$ cat config.mk
export PLATFORM = sky130hd
export DESIGN_NAME = ifu_fetch_stage_flat
export DESIGN_NICKNAME = d
export VERILOG_FILES = /design/src/rtl/ifu_fetch_stage_pkg.sv /design/src/rtl/ifu_fetch_stage_if.sv /design/src/rtl/ifu_fetch_queue.sv /design/src/rtl/ifu_fetch_stage.sv /design/src/flat_wrapper.sv
export SDC_FILE = /design/constraint.sdc
export NUM_CORES = 1
export LEC_CHECK = 0
export BUFFER_PORTS_ARGS = -buffer_cell sky130_fd_sc_hd__buf_2
export CAP_MARGIN = 0
export CORE_UTILIZATION = 30
export CTS_CLUSTER_SIZE = 16
export DETAILED_ROUTE_END_ITERATION = 10
export PLACE_DENSITY = 0.54
export REMOVE_ABC_BUFFERS = 1
export SLEW_MARGIN = 5
export SYNTH_ARGS = -nofsm -noshare
export SYNTH_HDL_FRONTEND = slang
export SYNTH_HIERARCHICAL = 1
export SYNTH_SLANG_ARGS = --single-unit
$ cat constraint.sdc
create_clock -name clk -period 2.7 [get_ports clk]
set_clock_uncertainty 0.1 [all_clocks]
set_input_delay 0.54 -clock clk [delete_from_list [all_inputs] [get_ports clk]]
set_output_delay 0.54 -clock clk [all_outputs]
set_load 0.03 [all_outputs]
$ cat src/rtl/ifu_fetch_stage_pkg.sv
// ============================================================================
// Module      : ifu_fetch_stage_pkg
// Description : Shared constants and FSM state type for the instruction fetch stage.
// Revision    : 1.0 - initial release
// ============================================================================
`default_nettype none

package ifu_fetch_stage_pkg;

    localparam int          c_INST_W   = 32;
    localparam int          c_XLEN     = 64;
    localparam logic [63:0] c_RESET_PC = 64'h8000_0000;

    typedef enum logic [1:0] {
        S_REQ  = 2'b00,
        S_WAIT = 2'b01,
        S_DROP = 2'b10
    } ifu_state_e;

endpackage

`default_nettype wire

$ cat src/rtl/ifu_fetch_stage_if.sv
// ============================================================================
// Module      : ifu_fetch_stage_if
// Description : Imem request/response channel plus the fetch-to-decode handshake.
// Revision    : 1.0 - initial release
// ============================================================================
`default_nettype none

interface ifu_fetch_stage_if #(
    parameter int XLEN = 64
);
    logic            imem_req_valid;
    logic            imem_req_ready;
    logic [XLEN-1:0] imem_req_addr;
    logic            imem_resp_valid;
    logic [31:0]     imem_resp_data;
    logic [31:0]     id_inst;
    logic [XLEN-1:0] id_pc;
    logic            ifu_valid;
    logic            idu_ready;

    modport master (
        output imem_req_valid, imem_req_addr, id_inst, id_pc, ifu_valid,
        input  imem_req_ready, imem_resp_valid, imem_resp_data, idu_ready
    );

    modport slave (
        input  imem_req_valid, imem_req_addr, id_inst, id_pc, ifu_valid,
        output imem_req_ready, imem_resp_valid, imem_resp_data, idu_ready
    );
endinterface

`default_nettype wire

$ cat src/rtl/ifu_fetch_queue.sv
// ============================================================================
// Module      : ifu_fetch_queue
// Description : Small registered FIFO holding {pc, instruction} entries.
// Revision    : 1.0 - initial release
// ============================================================================
`default_nettype none

module ifu_fetch_queue #(
    parameter int DEPTH = 2,
    parameter int WIDTH = 96
) (
    input  logic                   clk,
    input  logic                   rst_n,
    input  logic                   clr,
    input  logic                   enq,
    input  logic [WIDTH-1:0]       enq_data,
    input  logic                   deq,
    output logic [WIDTH-1:0]       head,
    output logic                   empty,
    output logic                   full,
    output logic [$clog2(DEPTH):0] count
);
    localparam int c_PW = $clog2(DEPTH);
    localparam int c_CW = c_PW + 1;

    logic [WIDTH-1:0] r_mem [DEPTH];
    logic [c_PW-1:0]  r_wr_ptr;
    logic [c_PW-1:0]  r_rd_ptr;
    logic [c_CW-1:0]  r_count;

    // Pointers are exactly log2(DEPTH) bits, so increment wraps modulo DEPTH.
    always_ff @(posedge clk or negedge rst_n) begin
        if (!rst_n) begin
            for (int i = 0; i < DEPTH; i++) begin
                r_mem[i] <= '0;
            end
            r_wr_ptr <= '0;
            r_rd_ptr <= '0;
            r_count  <= '0;
        end else if (clr) begin
            r_wr_ptr <= '0;
            r_rd_ptr <= '0;
            r_count  <= '0;
        end else begin
            if (enq) begin
                r_mem[r_wr_ptr] <= enq_data;
                r_wr_ptr        <= r_wr_ptr + 1'b1;
            end
            if (deq) begin
                r_rd_ptr <= r_rd_ptr + 1'b1;
            end
            case ({enq, deq})
                2'b10:   r_count <= r_count + 1'b1;
                2'b01:   r_count <= r_count - 1'b1;
                default: r_count <= r_count;
            endcase
        end
    end

    assign head  = r_mem[r_rd_ptr];
    assign empty = (r_count == '0);
    assign full  = (r_count == c_CW'(DEPTH));
    assign count = r_count;

endmodule

`default_nettype wire

$ cat src/rtl/ifu_fetch_stage.sv
// ============================================================================
// Module      : ifu_fetch_stage
// Description : PC owner and imem fetch FSM feeding decode through a small queue.
//               Optional perf counters enabled by defining IFU_PERF_EN.
// Revision    : 1.0 - initial release
// ============================================================================
`default_nettype none

module ifu_fetch_stage
    import ifu_fetch_stage_pkg::*;
#(
    parameter int              XLEN     = c_XLEN,
    parameter logic [XLEN-1:0] RESET_PC = c_RESET_PC[XLEN-1:0],
    parameter int              FQ_DEPTH = 2
) (
    input  logic             clk,
    input  logic             rst_n,
    input  logic             flush_pipeline,
    input  logic [XLEN-1:0]  redirect_pc,
    ifu_fetch_stage_if.master bus
`ifdef IFU_PERF_EN
    ,
    output logic [63:0]      perf_fetch_cnt,
    output logic [63:0]      perf_stall_cnt
`endif
);
    localparam int c_CW      = $clog2(FQ_DEPTH) + 1;
    localparam int c_ENTRY_W = c_INST_W + XLEN;

    ifu_state_e            r_state;
    logic [XLEN-1:0]       r_pc;
    logic [XLEN-1:0]       r_req_pc;

    logic [c_CW-1:0]       w_fq_count;
    logic                  w_fq_empty;
    logic                  w_fq_full;
    logic [c_ENTRY_W-1:0]  w_fq_head;
    logic                  w_req_valid;
    logic                  w_enq;
    logic                  w_deq;
    logic                  w_ifu_valid;
    logic [XLEN-1:0]       w_redirect_aligned;

    // Request only when a queue slot is reserved for the response; this is what
    // keeps the enqueue side from ever hitting a full queue.
    assign w_req_valid = rst_n && (r_state == S_REQ) && !flush_pipeline
                         && (w_fq_count < c_CW'(FQ_DEPTH));
    assign w_enq       = (r_state == S_WAIT) && bus.imem_resp_valid && !flush_pipeline;
    assign w_ifu_valid = !w_fq_empty && !flush_pipeline;
    assign w_deq       = w_ifu_valid && bus.idu_ready;
    assign w_redirect_aligned = redirect_pc & ~XLEN'(3);

    always_ff @(posedge clk or negedge rst_n) begin
        if (!rst_n) begin
            r_state  <= S_REQ;
            r_pc     <= RESET_PC;
            r_req_pc <= '0;
        end else if (flush_pipeline) begin
            r_pc <= w_redirect_aligned;
            case (r_state)
                S_WAIT:  r_state <= bus.imem_resp_valid ? S_REQ : S_DROP;
                S_DROP:  r_state <= bus.imem_resp_valid ? S_REQ : S_DROP;
                default: r_state <= S_REQ;
            endcase
        end else begin
            case (r_state)
                S_REQ: begin
                    if (w_req_valid && bus.imem_req_ready) begin
                        r_req_pc <= r_pc;
                        r_state  <= S_WAIT;
                    end
                end
                S_WAIT: begin
                    if (bus.imem_resp_valid) begin
                        r_pc    <= r_req_pc + XLEN'(4);
                        r_state <= S_REQ;
                    end
                end
                S_DROP: begin
                    if (bus.imem_resp_valid) begin
                        r_state <= S_REQ;
                    end
                end
                default: r_state <= S_REQ;
            endcase
        end
    end

    ifu_fetch_queue #(
        .DEPTH (FQ_DEPTH),
        .WIDTH (c_ENTRY_W)
    ) u_fetch_queue (
        .clk      (clk),
        .rst_n    (rst_n),
        .clr      (flush_pipeline),
        .enq      (w_enq),
        .enq_data ({r_req_pc, bus.imem_resp_data}),
        .deq      (w_deq),
        .head     (w_fq_head),
        .empty    (w_fq_empty),
        .full     (w_fq_full),
        .count    (w_fq_count)
    );

    assign bus.imem_req_valid = w_req_valid;
    assign bus.imem_req_addr  = r_pc;
    assign bus.ifu_valid      = w_ifu_valid;
    assign bus.id_inst        = w_fq_head[c_INST_W-1:0];
    assign bus.id_pc          = w_fq_head[c_ENTRY_W-1:c_INST_W];

    a_no_overflow : assert property (@(posedge clk) disable iff (!rst_n)
        !(w_enq && w_fq_full && !w_deq));

`ifdef IFU_PERF_EN
    logic [63:0] r_perf_fetch_cnt;
    logic [63:0] r_perf_stall_cnt;

    always_ff @(posedge clk or negedge rst_n) begin
        if (!rst_n) begin
            r_perf_fetch_cnt <= '0;
            r_perf_stall_cnt <= '0;
        end else begin
            if (w_enq) begin
                r_perf_fetch_cnt <= r_perf_fetch_cnt + 64'd1;
            end
            if (w_ifu_valid && !bus.idu_ready) begin
                r_perf_stall_cnt <= r_perf_stall_cnt + 64'd1;
            end
        end
    end

    assign perf_fetch_cnt = r_perf_fetch_cnt;
    assign perf_stall_cnt = r_perf_stall_cnt;
`endif

endmodule

`default_nettype wire

$ cat src/flat_wrapper.sv
// flat-port wrapper written by rule: the top's interface ports become plain ports
module ifu_fetch_stage_flat import ifu_fetch_stage_pkg::*;
#(
    parameter int              XLEN     = c_XLEN,
    parameter logic [XLEN-1:0] RESET_PC = c_RESET_PC[XLEN-1:0],
    parameter int              FQ_DEPTH = 2
)
  (clk, rst_n, flush_pipeline, redirect_pc, bus_imem_req_valid, bus_imem_req_addr, bus_id_inst, bus_id_pc, bus_ifu_valid, bus_imem_req_ready, bus_imem_resp_valid, bus_imem_resp_data, bus_idu_ready);
  ifu_fetch_stage_if #(.XLEN(XLEN)) bus_i ();
  input  logic clk;
  input  logic rst_n;
  input  logic flush_pipeline;
  input  logic [XLEN-1:0] redirect_pc;
  output wire logic [$bits(bus_i.imem_req_valid)-1:0] bus_imem_req_valid;
  output wire logic [$bits(bus_i.imem_req_addr)-1:0] bus_imem_req_addr;
  output wire logic [$bits(bus_i.id_inst)-1:0] bus_id_inst;
  output wire logic [$bits(bus_i.id_pc)-1:0] bus_id_pc;
  output wire logic [$bits(bus_i.ifu_valid)-1:0] bus_ifu_valid;
  input wire logic [$bits(bus_i.imem_req_ready)-1:0] bus_imem_req_ready;
  input wire logic [$bits(bus_i.imem_resp_valid)-1:0] bus_imem_resp_valid;
  input wire logic [$bits(bus_i.imem_resp_data)-1:0] bus_imem_resp_data;
  input wire logic [$bits(bus_i.idu_ready)-1:0] bus_idu_ready;
  assign bus_imem_req_valid = bus_i.imem_req_valid;
  assign bus_imem_req_addr = bus_i.imem_req_addr;
  assign bus_id_inst = bus_i.id_inst;
  assign bus_id_pc = bus_i.id_pc;
  assign bus_ifu_valid = bus_i.ifu_valid;
  assign bus_i.imem_req_ready = bus_imem_req_ready;
  assign bus_i.imem_resp_valid = bus_imem_resp_valid;
  assign bus_i.imem_resp_data = bus_imem_resp_data;
  assign bus_i.idu_ready = bus_idu_ready;
  ifu_fetch_stage #(.XLEN(XLEN), .RESET_PC(RESET_PC), .FQ_DEPTH(FQ_DEPTH)) u_core (.clk(clk), .rst_n(rst_n), .flush_pipeline(flush_pipeline), .redirect_pc(redirect_pc), .bus(bus_i));
endmodule
# After elaboration in Yosys (flattened, before gate mapping)
# Cells that the tools add are included.
# totals
register_bits	326
ramBits	0
mem_count	0
latch_bits	0
elab_cells	70
output_inout_bits	162
rom_bits	0
# op_classes
multipliers	0
n_reduce_logical	23
bitwise	3
addsub	5
div_mod_pow	0
n_mux	21
n_eq_ne	6
magnitude_cmp	4
shifts	0
# ops
operator	count
96-bit two-way mux	4
192-bit bitwise mux	1
64-bit two-way mux	3
96-bit demux with 1-bit select	1
64-bit by 3-bit adder with 64-bit output, second input constant	1
2-bit two-way mux	6
1-bit logical AND	9
2-bit one-hot mux with 2 select lines	2
2-bit nonzero test	4
2-bit AND reduction	3
2-bit by 1-bit equality test with 1-bit output, second input constant	2
2-bit equality test, second input constant	2
2-bit greater-or-equal comparator, second input constant	2
2-bit logical NOT	2
1-bit two-way mux	4
1-bit inverter with 2-bit output	2
3-bit by 1-bit != test with 1-bit output, second input constant	1
3-bit != test, second input constant	1
3-bit AND reduction	1
3-bit nonzero test	1
1-bit adder, second input constant	2
2-bit by 1-bit adder with 2-bit output, second input constant	1
1-bit logical NOT	2
2-bit by 1-bit less-than comparator with 1-bit output, second input constant	1
4 further kinds	4

# Longest topological paths before layout
# depth
ltp_word	8
mapped_depth	10
mapped_depth_nobuf	8

# Hierarchy
# The synthesis kept the hierarchy.
# by_module_without_submodules
mod	area_each_um2	instances	seq_area_each_um2	cells_per_inst
ifu_fetch_queue	8469.4	1	4904.7	532
ifu_fetch_stage	7056.8	1	3254.4	733

# Worst setup path before layout
# Ideal clock, no wire load.
# synth_timing
path_kind	reg-to-reg
from	register u_core.r_state[0]
to	register u_core.r_req_pc[24]
setup_slack_ps	-182
t_arrival_ps	2658
path_buffers	2
period_less_slack_ps	2882
stages_incl_launch_ff	8
cell_sequence	dfrtp_1 > inv_1 > ha_1 > nor4bb_1 > nand2_1 > clkbuf_1 > clkbuf_1 > mux2_2
# synth_between
elab_chain_cells	6
# synth_rtl
element	line_no	rtl
start, declared	ifu_fetch_stage.sv:30	ifu_state_e r_state;
start signal, assigned	ifu_fetch_stage.sv:61	S_WAIT: r_state <= bus.imem_resp_valid ? S_REQ : S_DROP;
start signal, assigned	ifu_fetch_stage.sv:62	S_DROP: r_state <= bus.imem_resp_valid ? S_REQ : S_DROP;
2-bit logical NOT	ifu_fetch_stage.sv:46	assign w_req_valid = rst_n && (r_state == S_REQ) && !flush_pipeline
1-bit logical AND (2 in series)	ifu_fetch_stage.sv:46	
1-bit logical AND	ifu_fetch_stage.sv:47	&& (w_fq_count < c_CW'(FQ_DEPTH));
named net bus_imem_req_valid	flat_wrapper.sv:14	output wire logic [$bits(bus_i.imem_req_valid)-1:0] bus_imem_req_valid;
1-bit logical AND	ifu_fetch_stage.sv:68	if (w_req_valid && bus.imem_req_ready) begin
3-bit AND reduction (no source line)	-	
end signal, assigned	ifu_fetch_stage.sv:69	r_req_pc <= r_pc;
end, declared	ifu_fetch_stage.sv:32	logic [XLEN-1:0] r_req_pc;
# The timed path passes the listed nets, and every way through them passes these cells.
# A chain may end at the register's enable or synchronous reset.

# Worst setup path after layout
# layout_timing
from	register u_core.u_fetch_queue.r_rd_ptr
to	output port bus_id_pc[29]
# layout_between
elab_chain_cells	4
# layout_rtl
element	line_no	rtl
start, declared	ifu_fetch_queue.sv:28	logic [c_PW-1:0] r_rd_ptr;
start signal, assigned	ifu_fetch_queue.sv:50	r_rd_ptr <= r_rd_ptr + 1'b1;
1-bit inverter with 2-bit output (not written as such)	ifu_fetch_queue.sv:60	assign head = r_mem[r_rd_ptr];
96-bit two-way mux (not written as such) (3 in series)	ifu_fetch_queue.sv:60	
end, declared	flat_wrapper.sv:17	output wire logic [$bits(bus_i.id_pc)-1:0] bus_id_pc;
# Every way passes these cells. The select of a mux whose other input is x is not followed.

==> results.txt <==
Pwr per Cell Area -> 775 nW/um^2
Die X -> 229 um
DRT iter0 DRCs -> 635
Cell Chain, Critical Path -> buf_16 > mux2_2 > buf_2
Fillers -> 4,908
RSZ-0062 raised after global routing -> yes
period utilisation layout -> 0.970
syn_area_per_cell -> 12.3 um^2
Synth Warn # -> 6
Wirelength per Cell -> 20.6 um
grt total ovfl -> 0
peak supply drop -> 0.000377 V
leading cell type in the layout, fill and taps excluded -> dfrtp_1
placed insts -> 2,198
# DRC -> 0
status -> completed
Final nets -> 1,674
power after layout -> 15.1 mW
Post-DP Area -> 18,100 um^2
H-tree Lvls -> 2
Die Area -> 52,600 um^2
minimum clock period -> 2620 ps
Cells after Synth -> 1,264
Tightest Hold Check Type -> primary input to flop
crit end category -> primary output
most frequent cells in the layout -> dfrtp_1 (324), mux2_2 (312), buf_2 (259)
Fin. Hold Viols -> 0
share of cells above drive strength 1 -> 0.463
initial antenna violation count -> 2
Post-CTS Setup Bufs -> 0
HP Start -> redirect_pc[20]
final wirelength -> 46.8 mm
Area Growth Syn to Fin -> 25.2%
Sequential Area -> 8160 um^2
maximum clock rate -> 0.382 GHz
Max FO, Critical Path -> 57
Crit Path Category -> flop to primary output
clk buf depth -> 3
slowest stage delay, CP -> 450 ps
Initial Util -> 0.307
dpl hpwl -> 31.4 mm
global-route wire length before repair -> 72.7 mm
Mapped Area -> 15,500 um^2
gr usage total -> 0.179
pin count of the biggest net entering global routing -> 169
number of I/O port buffers -> 261
via count -> 11,300
Final ANT Viol Nets -> 0
Max Slew Vio Count -> 0
core region area -> 50,600 um^2
IO Count -> 264
pre-CTS setup slack -> 105 ps
Final Hold Slack -> 90.2 ps
Critical Path RT -> 2060 ps
footprint of the multi-input gates -> 6980 um^2
Max-slew headroom -> 0.301
Reg2Reg Launch Point -> u_core/r_req_pc[13]
vias in the first global route -> 12,000
Row Count -> 82
later-pin clock latency in the skew report -> 560 ps
setup violators final -> 0
worst slew pin tran -> 1050 ps
clk slew on worst S/H paths -> 60 ps
CP max stage cell -> dfrtp_4
Final Instance Area -> 19,400 um^2
Root Driver -> clkbuf_16
CP arrival -> 1980 ps
setup ws final -> 80.2 ps
Final Instance Count excl. Fillers -> 2,271
DR pass1 iterations -> 7
crit path from -> u_core/u_fetch_queue/r_rd_ptr
TritonCTS clock tree -> done
GP Congestion -> 0.759
Pleak -> 9.60 nW
vias per cell -> 4.98
Sink Count -> 326
startpoint types -> flop
max_cap viols -> 0
Die Ht -> 229 um
CTS Buf Count -> 40
==> worst paths after layout <==
check | to | slack [ps] | cells past startpoint
max in group asynchronous | u_core/u_fetch_queue/r_mem[184] | 810 | 4
worst max-delay path | bus_id_pc[29] | 80 | 3
worst min-delay path | u_core/bus.imem_req_addr[20] | 90 | 3
worst min register to register | u_core/u_fetch_queue/r_mem[144] | 380 | 1
min in group asynchronous | u_core/u_fetch_queue/r_mem[6] | 450 | 3
worst max register to register | u_core/bus.imem_req_addr[41] | 130 | 5
==> final cells by class <==
class,count,share of cell area
sequential,326,0.420
multi-input combinational,845,0.359
timing repair buffer,347,0.108
clock buffer,57,0.0610
tap,672,0.0433
clock inverter,13,0.00676
inverter,9,0.00174
antenna,2,0.000258
==> per-layer routing <==
metal / track usage / up-vias / part of all wire
li1: - / 5221 / -
met1: 0.242 / 5769 / 0.45
met2: 0.291 / 259 / 0.48
met3: 0.0326 / 67 / 0.048
met4: 0.0556 / 0 / 0.021
met5: 0 / - / 0
==> stage by stage <==
step,TNS [ps],utilization
final,0,0.384
after global routing,-29.3,0.384
after CTS,0,0.384
after detailed placement,0,0.357
after global placement,0,0.357
after floorplan,-443850,-
==> repair_timing <==
item	CTS	global route
hold buffers	1	0
resized for setup	1	3
setup endpoints to repair	1	7
hold endpoints to repair	40	0
==> critical path, delay by kind of cell, from the launching register on <==
kind,cells,cell delay (ps)
buf+inv,2,520
flops,1,450
mux,1,430
==> registers in the layout, indices dropped and copies added, names as in the netlist <==
signal,count
u_core/bus.imem_req_addr,64
u_core/u_fetch_queue/r_rd_ptr,1
u_core/r_req_pc,64
u_core/r_state,2
u_core/u_fetch_queue/r_wr_ptr,1
u_core/u_fetch_queue/r_mem,192
u_core/u_fetch_queue/count,2
==> power by group <==
group	internal [mW]	leakage [nW]	switching, mW	total (mW)
logic	1.45	4.64	1.95	3.40
clock network	3.24	0.649	2.14	5.38
registers	5.60	4.31	0.692	6.29
total	10.3	9.60	4.78	15.1
No activity file was read; power rests on OpenSTA's default activity.
